<file path="src/rtl/banking_mmu.sv">
// C64 CPU-side MMU: 6510 processor port with bit 6/7 fade, configuration register
// with preset/load-trigger slots, and CPU address decode into one-hot chip selects.
module banking_mmu #(
  parameter logic [15:0] CFG_ADDR    = 16'hFF00,
  parameter int          NPRE        = 4,
  parameter int          BANK_BITS   = 2,
  parameter int          FADE_CYCLES = 16
) (
  input  logic                 clk,
  input  logic                 _RESET,
  input  logic                 phi2_en,
  input  logic [15:0]          A,
  input  logic [7:0]           DI,
  input  logic                 R__W,
  input  logic                 _AEC,
  input  logic                 _GAME,
  input  logic                 _EXROM,
  input  logic [7:0]           PIN_IN,
  output logic [7:0]           DO,
  output logic                 DO_EN,
  output logic [7:0]           PORT_OUT,
  output logic [7:0]           PORT_OE,
  output logic [BANK_BITS-1:0] RAM_BANK,
  output logic                 RAM,
  output logic                 BASIC,
  output logic                 KERNAL,
  output logic                 CHAROM,
  output logic                 IO,
  output logic                 ROML,
  output logic                 ROMH
);

  localparam int CR_W = 4 + BANK_BITS;
  localparam int FC_W = $clog2(FADE_CYCLES + 1);
  localparam logic [FC_W-1:0] FADE_LOAD = FC_W'(FADE_CYCLES);

  logic [7:0]      ddr;
  logic [7:0]      data;
  logic [CR_W-1:0] cr;
  logic [CR_W-1:0] presets [NPRE];
  logic [FC_W-1:0] fade_cnt [2];

  logic            wr;
  logic            rd;
  logic            is_ddr;
  logic            is_data;
  logic [15:0]     cfg_off;
  logic            cfg_hit;
  logic            is_cr;
  logic            is_pre;
  logic            is_trig;
  logic [15:0]     sel_off;
  logic [CR_W-1:0] sel_pre;
  logic [1:0]      fade;
  logic [7:0]      port_rd;
  logic            c_bit;
  logic            h_bit;
  logic            l_bit;
  logic            ultimax;

  assign wr      = phi2_en && !R__W && !_AEC;
  assign rd      = R__W && !_AEC;
  assign is_ddr  = (A == 16'h0000);
  assign is_data = (A == 16'h0001);

  // Config space is CR, then NPRE presets, then NPRE load triggers (both 1-based).
  assign cfg_off = A - CFG_ADDR;
  assign cfg_hit = (A >= CFG_ADDR) && (cfg_off <= 16'(2 * NPRE));
  assign is_cr   = cfg_hit && (cfg_off == 16'd0);
  assign is_pre  = cfg_hit && (cfg_off != 16'd0) && (cfg_off <= 16'(NPRE));
  assign is_trig = cfg_hit && (cfg_off > 16'(NPRE));
  assign sel_off = is_pre ? (cfg_off - 16'd1) : (cfg_off - 16'(NPRE + 1));

  always_comb begin
    sel_pre = '0;
    for (int p = 0; p < NPRE; p++) begin
      if (sel_off == 16'(p)) sel_pre = presets[p];
    end
  end

  assign fade     = {fade_cnt[1] != '0, fade_cnt[0] != '0};
  assign PORT_OUT = data | ~ddr;
  assign PORT_OE  = ddr;
  assign port_rd  = (ddr & data) | (~ddr & {fade, PIN_IN[5:0]});
  assign RAM_BANK = cr[3+BANK_BITS:4];

  assign {c_bit, h_bit, l_bit} = cr[3] ? cr[2:0] : PORT_OUT[2:0];
  assign ultimax = !_GAME && _EXROM;

  always_ff @(posedge clk) begin
    if (!_RESET) begin
      ddr  <= '0;
      data <= '0;
      cr   <= '0;
      for (int p = 0; p < NPRE; p++) presets[p] <= '0;
      for (int b = 0; b < 2; b++) fade_cnt[b] <= '0;
    end else begin
      if (wr && is_ddr)  ddr  <= DI;
      if (wr && is_data) data <= DI;
      if (wr && is_cr)   cr   <= DI[CR_W-1:0];
      if (wr && is_trig) cr   <= sel_pre;
      for (int p = 0; p < NPRE; p++) begin
        if (wr && is_pre && (sel_off == 16'(p))) presets[p] <= DI[CR_W-1:0];
      end
      // A driven-high output bit that turns into an input keeps reading 1 for a while.
      for (int b = 0; b < 2; b++) begin
        if (wr && is_ddr && DI[6+b])
          fade_cnt[b] <= '0;
        else if (wr && is_ddr && ddr[6+b] && data[6+b])
          fade_cnt[b] <= FADE_LOAD;
        else if (phi2_en && (fade_cnt[b] != '0))
          fade_cnt[b] <= fade_cnt[b] - 1'b1;
      end
    end
  end

  always_comb begin
    DO    = '0;
    DO_EN = 1'b0;
    if (rd) begin
      if (is_ddr) begin
        DO    = ddr;
        DO_EN = 1'b1;
      end else if (is_data) begin
        DO    = port_rd;
        DO_EN = 1'b1;
      end else if (cfg_hit) begin
        DO    = is_pre ? 8'(sel_pre) : 8'(cr);
        DO_EN = 1'b1;
      end
    end
  end

  // Priority: port registers, config space, Ultimax, then normal banking.
  always_comb begin
    RAM    = 1'b0;
    BASIC  = 1'b0;
    KERNAL = 1'b0;
    CHAROM = 1'b0;
    IO     = 1'b0;
    ROML   = 1'b0;
    ROMH   = 1'b0;
    if (!_AEC) begin
      if (is_ddr || is_data) begin
        RAM = !R__W;
      end else if (cfg_hit) begin
        RAM = 1'b0;
      end else if (ultimax) begin
        if (A[15:12] == 4'h0)            RAM  = 1'b1;
        else if (A[15:13] == 3'b100)     ROML = 1'b1;
        else if (A[15:12] == 4'hD)       IO   = 1'b1;
        else if ((A[15:13] == 3'b111) && R__W) ROMH = 1'b1;
      end else if ((A[15:13] == 3'b101) && R__W && l_bit && h_bit) begin
        if (_GAME)        BASIC = 1'b1;
        else if (!_EXROM) ROMH  = 1'b1;
        else              RAM   = 1'b1;
      end else if ((A[15:13] == 3'b111) && R__W && h_bit) begin
        KERNAL = 1'b1;
      end else if ((A[15:12] == 4'hD) && (h_bit || l_bit)) begin
        if (c_bit)     IO     = 1'b1;
        else if (R__W) CHAROM = 1'b1;
        else           RAM    = 1'b1;
      end else if ((A[15:13] == 3'b100) && R__W && l_bit && h_bit && !_EXROM) begin
        ROML = 1'b1;
      end else begin
        RAM = 1'b1;
      end
    end
  end

endmodule

</file>
<file path="config.mk">
export PLATFORM = sky130hd
export DESIGN_NAME = banking_mmu
export DESIGN_NICKNAME = d
export VERILOG_FILES = /design/src/rtl/banking_mmu.sv
export SDC_FILE = /design/constraint.sdc
export NUM_CORES = 1
export LEC_CHECK = 0
export CORE_ASPECT_RATIO = 1.75
export CORE_MARGIN = 1
export CORE_UTILIZATION = 55
export CTS_BUF_LIST = sky130_fd_sc_hd__clkbuf_8
export CTS_CLUSTER_SIZE = 30
export DETAILED_ROUTE_END_ITERATION = 10
export HOLD_SLACK_MARGIN = 0.08
export PLACE_DENSITY_LB_ADDON = 0.25
export SLEW_MARGIN = 5
export SYNTH_ARGS = -nofsm -noshare
export SYNTH_HDL_FRONTEND = slang
export SYNTH_SLANG_ARGS = --single-unit
</file>
<file path="constraint.sdc">
create_clock -name clk -period 9.1 [get_ports clk]
set_clock_uncertainty 0.15 [all_clocks]
set_input_delay 1.82 -clock clk [delete_from_list [all_inputs] [get_ports clk]]
set_output_delay 1.82 -clock clk [all_outputs]
set_load 0.005 [all_outputs]
</file>
==> results.json, run 1 <==
{
  "cts_setup_buffers": 0,
  "setup_violations": 0,
  "layout-drive-gt1-share_pct": 8.59,
  "cp.arrival_ps": 6760,
  "initial_utilization_pct": 56.7,
  "num_vias": 4127,
  "port_buffers": 70,
  "synth_top_area_share_pct": 24.9,
  "coreArea_um2": 7230,
  "first_pass_iters": 5,
  "wl_per_cell_um": 19.2,
  "gp_congestion": 0.887,
  "postCtsResizedCells": 0,
  "final_nets": 604,
  "routed_via_density": 6.40,
  "setup_tns_ps": 0,
  "numPlacedInstances": 637,
  "yosysWarnings": 0,
  "cts-root-buf": "clkbuf_8",
  "relSlewSlack_pct": 32.0,
  "cts_buffers": 5,
  "final_cells": 645,
  "cp-end-kind": "primary output",
  "ys_seq_area_share_pct": 35.7,
  "dieArea_um2": 7820,
  "max_freq_ghz": 0.114,
  "netlist_instances": 492,
  "drv_cap": 0,
  "cp_cell_sequence": "clkdlybuf4s50_1 > or4_1 > o41ai_1 > a21oi_1 > or2_1 > nor2_1 > ha_1 > o21ai_1 > and4_1 > a31oi_1 > or2_4 > or4_1 > o22ai_1 > o31ai_1 > clkdlybuf4s50_1",
  "drt-total-wl_um": 12400,
  "ys_types": 69,
  "path_class": "input port to primary output",
  "yosys-top-cells-area": "edfxtp_1 25%, dfxtp_1 11%, nand2_1 5.0%",
  "grt_max_degree": 23,
  "io_pins": 73,
  "path_max_fanout": 7,
  "slew_violations": 0,
  "grt_pass1_wl_um": 19000,
  "rows": 41,
  "fillCellCount": 623,
  "ir_drop_v": 0.000156,
  "synth-async-reset-ratio_pct": 0,
  "worst_setup_path_start_kind": "input port",
  "rsz0062_at_grt": "no",
  "fin_crit_ps": 8730,
  "grt.total_usage_pct": 32.8,
  "power_mw": 0.533,
  "pwr_density_cell_nw_per_um2": 106,
  "cts_tree": "done",
  "postPlaceCellArea_um2": 4890,
  "synth_area_um2": 4100,
  "cpMaxStageDelayCell": "or4_1",
  "synth_common_cells": "55 x nand2_1, 49 x nor2_1, 34 x edfxtp_1, 27 x a21oi_1, 25 x and2_1",
  "die_h_um": 116,
  "area_growth_pct": 22.6,
  "leakage_nw": 1.69,
  "ant_nets": 0,
  "dp_hpwl_um": 9560,
  "slowest_delay_ps": 730,
  "ys.flop_type": "edfxtp_1",
  "num_antenna_cells": 0,
  "syn_nets": 538,
  "worst_pin_slew_ps": 1010,
  "drc": 0,
  "clk_pin_slew_ps": 90,
  "ctsHoldBuffers": 0,
  "period_share_pct": 96.0,
  "cts.htree.levels": 2,
  "yosys.area.top_type": "edfxtp_1",
  "yosysMostFrequentCell": "nand2_1",
  "design_area_um2": 5030,
  "outcome": "finished clean",
  "cp_data_required_time_ps": 7130,
  "first_global_vias": 3831,
  "grt_overflow": 0,
  "synth-seq-cells": 56,
  "first_iter_violations": 224,
  "synth-edff-count": 34,
  "hold_path_class": "register to register",
  "final-hold-violation-count": 0,
  "clock_latency_ps": 320,
  "antenna_found_initial": 0,
  "cts_buffer_depth": 2,
  "avgSynthCellArea_um2": 8.33,
  "clock-sinks": 56,
  "die_w_um": 67.3
}
[flip-flops by register name, indices dropped and copies added, names as in the netlist]
name	count
cr	6
presets	24
fade_cnt	10
PORT_OE	8
data	8
[power breakdown]
part	internal [mW]	switching (mW)	leakage, nW	total, mW
Sequential	0.281	0.00628	0.512	0.287
Clock	0.0802	0.0769	0.0607	0.157
Combinational	0.0383	0.0505	1.12	0.0888
Total	0.399	0.134	1.69	0.533
[routing by layer]
metal  GRT usage (%)  up-vias  part of all wire (%)
met1            34.9     1944                    36
li1                -     1962                     -
met5               0        -                     0
met3            3.03       43                   5.2
met2            60.5      178                    53
met4            19.1        0                   5.4
[through the flow]
| stage | utilization, % | setup slack [ps] | hold slack (ps) |
|---|---|---|---|
| after floorplan | - | 1600 | 286 |
| after global placement | 67.7 | 270 | 302 |
| after detailed placement | 67.7 | 268 | 307 |
| after CTS | 69.1 | 245 | 320 |
| after global routing | 69.5 | 17.6 | 342 |
| final | 69.5 | 366 | 319 |
[critical path: cells and delay by family]
kind | cells | cell delay, ps
AND/OR/NAND/NOR | 6 | 2270
AO/OA/AOI/OAI | 6 | 1430
buffers and inverters | 2 | 950
adder cells (fa/ha/maj) | 1 | 270
[cell families (layout without fill, tap and decap cells)]
family	Yosys count	in the layout	synth area share [%]
xor+xnor	8	8	1.71
flops	56	56	35.7
simple gates	254	254	33.7
fa+ha+maj	7	7	2.14
compound gates	105	105	18.3
mux	10	10	2.47
buf+inv	52	119	6.07
[area by class of cell]
| cell class | count | area, µm² | share of cell area, % |
|---|---|---|---|
| flip-flops and latches | 56 | 1460 | 29.1 |
| well taps | 86 | 108 | 2.14 |
| clock buffers | 5 | 68.8 | 1.37 |
| multi-input cells | 384 | 2410 | 48.0 |
| repair buffers | 92 | 866 | 17.2 |
| inverters | 19 | 71.3 | 1.42 |
| clock inverters | 3 | 37.5 | 0.747 |
[layout by cell type (no fill, tap or decap), drive strengths merged, types with 4 or more instances in the layout]
cell           synthesis  final
nand2                 55     55
o221ai                 6      6
xnor2                  5      5
or4                    4      4
a311o                  6      6
edfxtp                34     34
or2                    5      5
o31ai                  6      6
ha                     7      7
nor3                  22     22
mux2i                  9      9
dfxtp                 22     22
inv                   19     21
a21oi                 27     27
and4                   6      6
nor3b                  7      7
nand3                 15     15
clkdlybuf4s50          0     70
nor2b                  6      6
a31oi                  4      4
o22ai                  6      6
or3                   12     12
nor2                  51     51
buf                   15     22
nor4                  23     23
nand2b                 7      7
clkbuf                18      5
a22oi                  5      5
o41ai                  8      8
and2                  25     25
o21ai                 13     13
[final timing paths]
| kind | cells past startpoint | to | slack, ps | startpoint |
|---|---|---|---|---|
| setup / recovery | 15 | DO[3] | 370 | A[4] |
| hold / removal | 2 | cr[2]$_SDFFE_PN0P_ | 320 | cr[2]$_SDFFE_PN0P_ |
| setup reg to reg | 8 | fade_cnt[0][4]$_SDFFCE_PP0P_ | 7000 | fade_cnt[0][0]$_SDFFCE_PN0P_ |
| hold reg to reg | 2 | cr[2]$_SDFFE_PN0P_ | 320 | cr[2]$_SDFFE_PN0P_ |
Power figures use the tool's default switching activity.
==> inputs of run 2 (changes only) <==
--- a/config.mk
+++ b/config.mk
@@ -7,7 +7,7 @@
 export LEC_CHECK = 0
 export CORE_ASPECT_RATIO = 1.75
 export CORE_MARGIN = 1
-export CORE_UTILIZATION = 55
+export CORE_UTILIZATION = 45
 export CTS_BUF_LIST = sky130_fd_sc_hd__clkbuf_8
 export CTS_CLUSTER_SIZE = 30
 export DETAILED_ROUTE_END_ITERATION = 10
==> results.json, run 2 (same netlist as run 1, synthesis figures left out) <==
{
  "outcome": "finished clean",
  "num_antenna_cells": 0,
  "first_pass_iters": 5,
  "drc": 0,
  "setup_ws_ps": 233,
  "reg2reg_setup_slack_ps": 7070,
  "mostFrequentLayoutCells": "70 x clkdlybuf4s50_1, 55 x nand2_1, 49 x nor2_1, 34 x edfxtp_1, 27 x a21oi_1",
  "pwr_density_cell_nw_per_um2": 112,
  "grt_use_met3_pct": 3.14,
  "grt.total_usage_pct": 27.9,
  "num_vias": 4045,
  "first_iter_violations": 176,
  "ir_drop_v": 0.000160,
  "hold_path_end": "cr[0]$_SDFFE_PN0P_",
  "grtUsageMet1_pct": 29.5,
  "gp_congestion": 0.977,
  "port_buffers": 70,
  "setup_violations": 0,
  "r2r-end": "fade_cnt[0][4]$_SDFFCE_PP0P_",
  "cts_buffers": 5,
  "cp-end-kind": "primary output",
  "fin_crit_ps": 8870,
  "clock-sinks": 56,
  "min-delay-start": "cr[0]$_SDFFE_PN0P_",
  "die_w_um": 74.1,
  "path_class": "input port to primary output",
  "numPlacedInstances": 664,
  "final_cells": 672,
  "die_h_um": 128,
  "use_met2_pct": 50.4,
  "worst_pin_slew_ps": 1070,
  "dp_hpwl_um": 9610,
  "final-hold-violation-count": 0,
  "largest_reg_flops": 24,
  "final_nets": 600,
  "initial_utilization_pct": 46.7,
  "area_growth_pct": 23.3,
  "cts_tree": "done",
  "grt_max_degree": 21,
  "rsz0062_at_grt": "no",
  "io_pins": 73,
  "max_freq_ghz": 0.113,
  "cts.htree.levels": 2,
  "coreArea_um2": 8780,
  "ant_nets": 0,
  "grt.busiest_layer": "met2",
  "worst_setup_path_start_kind": "input port",
  "layout-drive-gt1-share_pct": 7.93,
  "setup_tns_ps": 0,
  "cts_buffer_depth": 2,
  "cp.arrival_ps": 6900,
  "final_common_cell": "clkdlybuf4s50_1",
  "drt-total-wl_um": 12500,
  "clock_latency_ps": 320,
  "first_global_vias": 4001,
  "path_max_fanout": 14,
  "cts-root-buf": "clkbuf_8",
  "dieArea_um2": 9510,
  "postPlaceCellArea_um2": 4900,
  "drv_cap": 0,
  "rows": 45,
  "routed_via_density": 6.02,
  "clk_pin_slew_ps": 90,
  "design_area_um2": 5050,
  "cts_setup_buffers": 0,
  "whs_path_depth": 2,
  "grt_overflow": 0,
  "post-place-ws_ps": 234,
  "cp_data_required_time_ps": 7130,
  "slew_violations": 0,
  "antenna_found_initial": 0,
  "leakage_nw": 1.68,
  "relSlewSlack_pct": 28.4,
  "largestRegisters": "presets (24), fade_cnt (10)",
  "hold_path_class": "register to register",
  "period_share_pct": 97.4,
  "wl_per_cell_um": 18.7,
  "top_register": "presets",
  "r2r_start": "fade_cnt[0][0]$_SDFFCE_PN0P_",
  "r2r_cells": 8,
  "fillCellCount": 857,
  "grt_pass1_wl_um": 19800
}
-- run 2: critical path, stage by stage --
cell	delay [ps]
clkdlybuf4s50_1	600
buf_4	180
ha_1	230
nor3b_1	260
nand4b_1	140
a211o_1	290
or2_2	300
nor2_1	170
ha_1	290
o21ai_1	240
and4_1	250
a31oi_1	70
or2_4	300
or3_1	620
o41ai_1	470
o31ai_1	190
clkdlybuf4s50_1	470
-- run 2: per-layer routing --
metal  vias to the layer above  wire length [µm]  share of wire (%)
li1                       1959                 -                  -
met3                        40               651                5.2
met2                       149              6650                 53
met5                         -                 0                  0
met1                      1897              4500                 36
met4                         0               743                5.9
-- run 2: area by class of cell --
class | count | area (µm²) | area share, %
flip-flops and latches | 56 | 1460 | 28.9
repair buffers | 88 | 836 | 16.5
clock inverters | 3 | 63.8 | 1.26
multi-input cells | 384 | 2400 | 47.6
inverters | 19 | 71.3 | 1.41
clock buffers | 5 | 68.8 | 1.36
well taps | 117 | 146 | 2.90
-- run 2: how the worst max path moves through the flow --
| stage | start | to | slack, ps | cells after the start |
|---|---|---|---|---|
| after floorplan | A[10] | DO[4] | 1600 | 19 |
| after global placement | A[4] | DO[2] | 240 | 15 |
| after detailed placement | A[4] | DO[3] | 230 | 15 |
| after CTS | A[4] | DO[3] | 210 | 15 |
| after global routing | A[11] | DO[2] | 50 | 15 |
| final | A[8] | DO[2] | 230 | 17 |
-- run 2: power breakdown --
part           switching (mW)  internal [mW]  leakage (nW)
Combinational          0.0506         0.0379          1.10
Clock                  0.0800          0.109        0.0695
Sequential            0.00627          0.281         0.512
-- run 2: through the flow --
stage	hold slack, ps	power (mW)	utilization, %
4_1_cts	329	0.568	57.3
3_3_place_gp	305	0.377	55.8
6_report	325	0.565	57.5
5_1_grt	374	0.588	57.5
3_5_place_dp	316	0.379	55.8
2_1_floorplan	286	0.341	-
-- run 2: what timing repair did --
action | 4_1_cts | 5_1_grt
resized for setup | 0 | 3
hold buffers | 0 | 0
setup endpoints to repair | 0 | 3
